--- src/rtl/pdm_pkg.sv ---
// Shared definitions for the PDM capture path: FSM encodings, default sample
// width, and the mic start-up time expressed in system clock cycles.
package pdm_pkg;

  typedef enum logic [1:0] {
    ST_IDLE    = 2'd0,
    ST_WARMUP  = 2'd1,
    ST_CAPTURE = 2'd2,
    ST_DRAIN   = 2'd3
  } state_t;

  localparam int SAMPLE_W_DEF  = 7;
  localparam int CLK_FREQ_DEF  = 125;  // MHz
  localparam int MIC_WARMUP_MS = 10;

  // Mic start-up time in cycles of a clk_mhz system clock.
  function automatic int mic_warmup_cycles(input int clk_mhz);
    return clk_mhz * MIC_WARMUP_MS * 1000;
  endfunction

endpackage

--- src/rtl/pdm_sample_fifo.sv ---
// Synchronous show-ahead FIFO. Head entry is presented on rd_data whenever
// empty is low. A push into a full FIFO is accepted only if a pop happens in
// the same cycle, so a full FIFO still sustains one push and one pop per cycle.
module pdm_sample_fifo
#(
  parameter int DEPTH = 16,
  parameter int WIDTH = 7
)(
  input  logic             CLK_IN,
  input  logic             RST_N,
  input  logic             push,
  input  logic [WIDTH-1:0] push_data,
  input  logic             pop,
  output logic [WIDTH-1:0] rd_data,
  output logic             full,
  output logic             empty
);

  localparam int AW = $clog2(DEPTH);
  localparam int CW = AW + 1;

  logic [DEPTH-1:0][WIDTH-1:0] mem;
  logic [AW-1:0]               wr_ptr, rd_ptr;
  logic [CW-1:0]               count;
  logic                        do_push, do_pop;

  assign empty   = (count == '0);
  assign full    = (count == CW'(DEPTH));
  assign do_pop  = pop & ~empty;
  assign do_push = push & (~full | do_pop);
  assign rd_data = mem[rd_ptr];

  // Storage, pointers and occupancy; reset discards any buffered samples.
  always_ff @(posedge CLK_IN or negedge RST_N) begin
    if (!RST_N) begin
      mem    <= '0;
      wr_ptr <= '0;
      rd_ptr <= '0;
      count  <= '0;
    end else begin
      if (do_push) begin
        mem[wr_ptr] <= push_data;
        wr_ptr      <= wr_ptr + AW'(1);
      end
      if (do_pop)
        rd_ptr <= rd_ptr + AW'(1);
      case ({do_push, do_pop})
        2'b10:   count <= count + CW'(1);
        2'b01:   count <= count - CW'(1);
        default: count <= count;
      endcase
    end
  end

endmodule

--- src/rtl/pdm_capture_ctrl.sv ---
// Capture burst sequencer: powers the mic, waits out its start-up, collects a
// requested number of decimated samples into a FIFO, then powers the mic down
// and waits for the consumer to empty the FIFO before reporting DONE.
module pdm_capture_ctrl
  import pdm_pkg::*;
#(
  parameter int CLK_FREQ      = CLK_FREQ_DEF,
  parameter int WARMUP_CYCLES = mic_warmup_cycles(CLK_FREQ),
  parameter int SAMPLE_W      = SAMPLE_W_DEF,
  parameter int FIFO_DEPTH    = 16,
  parameter int CNT_W         = 16
)(
  input  logic                CLK_IN,
  input  logic                RST_N,
  input  logic                START,
  input  logic                STOP,
  input  logic [CNT_W-1:0]    NUM_SAMPLES,
  output logic                MIC_EN,
  input  logic [SAMPLE_W-1:0] AMP_IN,
  input  logic                AMP_VALID,
  output logic [SAMPLE_W-1:0] S_DATA,
  output logic                S_VALID,
  input  logic                S_READY,
  output logic                BUSY,
  output logic                DONE,
  output logic                OVERFLOW,
  output logic [1:0]          STATE
);

  localparam int WW = (WARMUP_CYCLES > 1) ? $clog2(WARMUP_CYCLES) : 1;

  state_t           state, nxt;
  logic [CNT_W-1:0] num_q, smp_cnt;
  logic [WW-1:0]    warm_cnt;
  logic             fifo_full, fifo_empty;
  logic             push, pop, drop, start_acc, warm_last, capture_done;

  // Only CAPTURE feeds the FIFO; pops follow the stream handshake in any state.
  assign push      = (state == ST_CAPTURE) & AMP_VALID;
  assign pop       = S_VALID & S_READY;
  assign drop      = push & fifo_full & ~pop;
  assign start_acc = (state == ST_IDLE) & START;
  assign warm_last = (warm_cnt == WW'(WARMUP_CYCLES - 1));
  // NUM_SAMPLES == 0 means free-running: the count wraps and never matches.
  assign capture_done = push & (num_q != '0) & ((smp_cnt + CNT_W'(1)) == num_q);

  assign S_VALID = ~fifo_empty;
  assign MIC_EN  = (state == ST_WARMUP) | (state == ST_CAPTURE);
  assign BUSY    = (state != ST_IDLE);
  assign STATE   = state;

  pdm_sample_fifo #(
    .DEPTH (FIFO_DEPTH),
    .WIDTH (SAMPLE_W)
  ) u_fifo (
    .CLK_IN    (CLK_IN),
    .RST_N     (RST_N),
    .push      (push),
    .push_data (AMP_IN),
    .pop       (pop),
    .rd_data   (S_DATA),
    .full      (fifo_full),
    .empty     (fifo_empty)
  );

  // State register.
  always_ff @(posedge CLK_IN or negedge RST_N) begin
    if (!RST_N) state <= ST_IDLE;
    else        state <= nxt;
  end

  // Next-state: START beats STOP in IDLE; START/STOP are ignored in DRAIN.
  always_comb begin
    nxt = state;
    case (state)
      ST_IDLE:    if (START) nxt = ST_WARMUP;
      ST_WARMUP:  if (STOP) nxt = ST_DRAIN;
                  else if (warm_last) nxt = ST_CAPTURE;
      ST_CAPTURE: if (STOP || capture_done) nxt = ST_DRAIN;
      ST_DRAIN:   if (fifo_empty) nxt = ST_IDLE;
      default:    nxt = ST_IDLE;
    endcase
  end

  // Burst counters and latched request, all restarted by an accepted START.
  always_ff @(posedge CLK_IN or negedge RST_N) begin
    if (!RST_N) begin
      warm_cnt <= '0;
      smp_cnt  <= '0;
      num_q    <= '0;
    end else if (start_acc) begin
      warm_cnt <= '0;
      smp_cnt  <= '0;
      num_q    <= NUM_SAMPLES;
    end else begin
      if (state == ST_WARMUP) warm_cnt <= warm_cnt + WW'(1);
      if (push)               smp_cnt  <= smp_cnt + CNT_W'(1);
    end
  end

  // Status: sticky overflow, and a one-cycle DONE on the DRAIN -> IDLE step.
  always_ff @(posedge CLK_IN or negedge RST_N) begin
    if (!RST_N) begin
      OVERFLOW <= 1'b0;
      DONE     <= 1'b0;
    end else begin
      if (start_acc) OVERFLOW <= 1'b0;
      else if (drop) OVERFLOW <= 1'b1;
      DONE <= (state == ST_DRAIN) & fifo_empty;
    end
  end

endmodule

--- config.mk ---
export PLATFORM = sky130hd
export DESIGN_NAME = pdm_capture_ctrl
export DESIGN_NICKNAME = d
export VERILOG_FILES = /design/src/rtl/pdm_pkg.sv /design/src/rtl/pdm_sample_fifo.sv /design/src/rtl/pdm_capture_ctrl.sv
export SDC_FILE = /design/constraint.sdc
export NUM_CORES = 1
export LEC_CHECK = 0
export ABC_AREA = 1
export ABC_CLOCK_PERIOD_IN_PS = 7300
export CORE_UTILIZATION = 40
export CTS_BUF_LIST = sky130_fd_sc_hd__clkbuf_4 sky130_fd_sc_hd__clkbuf_8 sky130_fd_sc_hd__clkbuf_16
export DETAILED_ROUTE_END_ITERATION = 8
export PLACE_DENSITY = 0.56
export SKIP_CTS_REPAIR_TIMING = 1
export SLEW_MARGIN = 40
export SYNTH_ARGS = -nofsm -noshare
export SYNTH_HDL_FRONTEND = slang
export SYNTH_SLANG_ARGS = --single-unit
--- constraint.sdc ---
create_clock -name CLK_IN -period 7.3 [get_ports CLK_IN]
set_input_delay 0.73 -clock CLK_IN [delete_from_list [all_inputs] [get_ports CLK_IN]]
set_output_delay 0.73 -clock CLK_IN [all_outputs]
set_load 0.01 [all_outputs]
==> impl_results.md <==
* Final Max Tran Viols at 0
* Routed WL at 22,000 um
* Worst vdd ir at 161 uV
* Routability cong. at 0.834
* Relative slew slack at 0.469
* Hpwl dp at 14,400 um
* I/O Pins at 43
* CP max FO at 22
* # DRC at 0
* Prevailing post-synth register cell: dfrtp_1
* FP Rows at 55
* Crit Path Class: reg -> out
* Largest net degree at the start of global routing at 105
* Worst setup SP type: register
* Critical Path RT at 6.57 ns
* Mean Syn Cell Area at 8.32 um^2
* Final setup margin at 3.65 ns
* Met2 routed WL at 10,400 um
* Die Wd at 154 um
* Crit share post-route at 0.500
* Die H at 154 um
* FF+latch count, synth at 182
* Initial Util at 0.408
* Power density over the cells at 376 mW/mm^2
* Post-Syn Area at 0.00921 mm^2
* DR vias at 7,324
* CTS Buf Count at 17
* Initial antenna violation count at 0
* Overall Global Routing Usage at 0.197
* Grt ovf at 0
* Layout cells sized above 1 at 0.0669
* Detailed Routing Iterations Pass 1 at 5
* Maxcap violations at 0
* Worst Hold Class: in -> async
* Fill count at 2,290
* Clk_lat worst skew at 0.44 ns
* First-pass GRT wire length at 36,800 um
* Routed Antenna Nets at 0
* Total power at 3.90 mW
* Commonest non-fill, non-tap cells in the layout: nand2_1 (280), dfrtp_1 (180), o21ai_0 (165)
* Worst hold slack at 0.251 ns
* Clock root cell: clkbuf_16
* Vias per cell at 5.15
* Status: completed
* Footprint of the multi-input gates at 0.00406 mm^2
* Fmax at 274 MHz
* Sequential share of the synthesized area at 0.495
* TNS Setup at 0 ns
* Distinct cells, synth at 43
* Die Footprint at 0.0236 mm^2
* Dpl ws at 3.87 ns
* Reg-to-reg slack, setup at 3.86 ns
* Register area at 0.00456 mm^2
* Worst slew pin tran at 0.797 ns
* EDFF count, synth at 0
* Setup-failing EPs final at 0
* RSZ-0062 raised after global routing: no
* CTS tree: built
* Clock skew at 0.00995 ns
* Ys Warns at 0
* Vias in the first global route at 7,057
* Syn Nets at 1,153
* IO Port Bufs at 42
* Clk pin slew, worst setup/hold paths at 0.07 ns
* CP Data Arrival Time at 2.92 ns
* DR top layer: met4
* Synth-to-Final Area Change at 12.7%
* Nets at 1,169
* CTS max path bufs at 2
* # diodes at 0
* Wl on met1 at 10,800 um
* LEAKAGE at 4.70 nW
* Min Tclk post-route at 3.65 ns
* WL met3 at 564 um
* Critical path endpoint category: output port
* Clock sink count at 182
* Synth async-reset ratio at 1.00
* Cells after Synth at 1,107
* Final Hold Vio Count at 0
* H-tree levels at 4
* Initial DRC Count at 440
* CORE AREA at 0.0226 mm^2
* Average wire per standard cell at 15.5 um
* Most common cell after layout, fill and taps aside: nand2_1
[routing by layer]
layer | track usage | up-vias
met5 | 0 | -
met4 | 0.0514 | 0
met3 | 0.0338 | 12
met2 | 0.322 | 109
met1 | 0.271 | 3491
li1 | - | 3712
[cells in the mapped netlist, drive strengths merged (13+ instances only)]
cell type / number / area share
nand3: 59 / 0.035
dfrtp: 182 / 0.49
o21ai: 176 / 0.096
clkbuf: 27 / 0.011
ha: 16 / 0.022
nor2: 101 / 0.046
buf: 22 / 0.016
nor3: 13 / 0.0076
mux2i: 22 / 0.024
o221ai: 22 / 0.021
inv: 88 / 0.036
nand2: 299 / 0.13
a21oi: 17 / 0.0092
[flip-flops by register name, indices dropped and copies added, names as in the netlist]
| register | flops |
|---|---|
| STATE | 2 |
| num_q | 16 |
| OVERFLOW | 1 |
| warm_cnt | 21 |
| smp_cnt | 16 |
| u_fifo.rd_ptr | 4 |
| u_fifo.mem | 112 |
| DONE | 1 |
| u_fifo.wr_ptr | 4 |
| u_fifo.count | 5 |
[cell families (layout without fill, tap and decap cells)]
| kind of cell | Yosys count | after routing | synth area share |
|---|---|---|---|
| compound gates | 242 | 242 | 0.148 |
| xor+xnor | 12 | 12 | 0.0129 |
| fa+ha+maj | 17 | 17 | 0.0239 |
| buf+inv | 139 | 168 | 0.0640 |
| flops | 182 | 182 | 0.495 |
| mux | 22 | 22 | 0.0239 |
| simple gates | 493 | 493 | 0.233 |
[per-stage QoR]
stage               cells   util  cell area [um^2]
finish               1421  0.460             10400
global route         1421  0.460             10400
CTS                  1421  0.460             10400
detailed placement   1389  0.433              9780
global placement     1389  0.433              9770
floorplan            1107      -              9210
[power breakdown]
group	switching (mW)	internal [mW]	leakage [nW]	total (mW)
Clock	0.414	0.523	0.293	0.937
Sequential	0.263	1.32	2.42	1.58
Combinational	0.821	0.557	1.99	1.38
[critical path, stage by stage (launching register included)]
cell and delay (ns):
dfrtp_1 0.86, clkinv_1 0.54, o221ai_1 0.24, nand3_1 0.19, nand2_1 0.11, clkdlybuf4s50_1 0.54
[final timing paths]
| path | startpoint | end | depth (start not counted) |
|---|---|---|---|
| worst max-delay path | u_fifo.rd_ptr[2] | S_DATA[0] | 5 |
| worst min register to register | u_fifo.mem[16] | u_fifo.mem[16] | 2 |
| max in group asynchronous | RST_N | u_fifo.rd_ptr[0] | 2 |
| min in group CLK_IN | u_fifo.mem[16] | u_fifo.mem[16] | 2 |
| worst min-delay path | RST_N | u_fifo.mem[29] | 1 |
| worst max register to register | STATE[0] | OVERFLOW | 7 |
[area by class of cell]
| class | count | area share |
|---|---|---|
| sequential | 182 | 0.439 |
| clock buffer | 19 | 0.0430 |
| tap | 285 | 0.0344 |
| timing repair buffer | 46 | 0.0452 |
| clock inverter | 13 | 0.0141 |
| inverter | 90 | 0.0326 |
| multi-input combinational | 786 | 0.392 |
(Power assumes the default switching activity.)
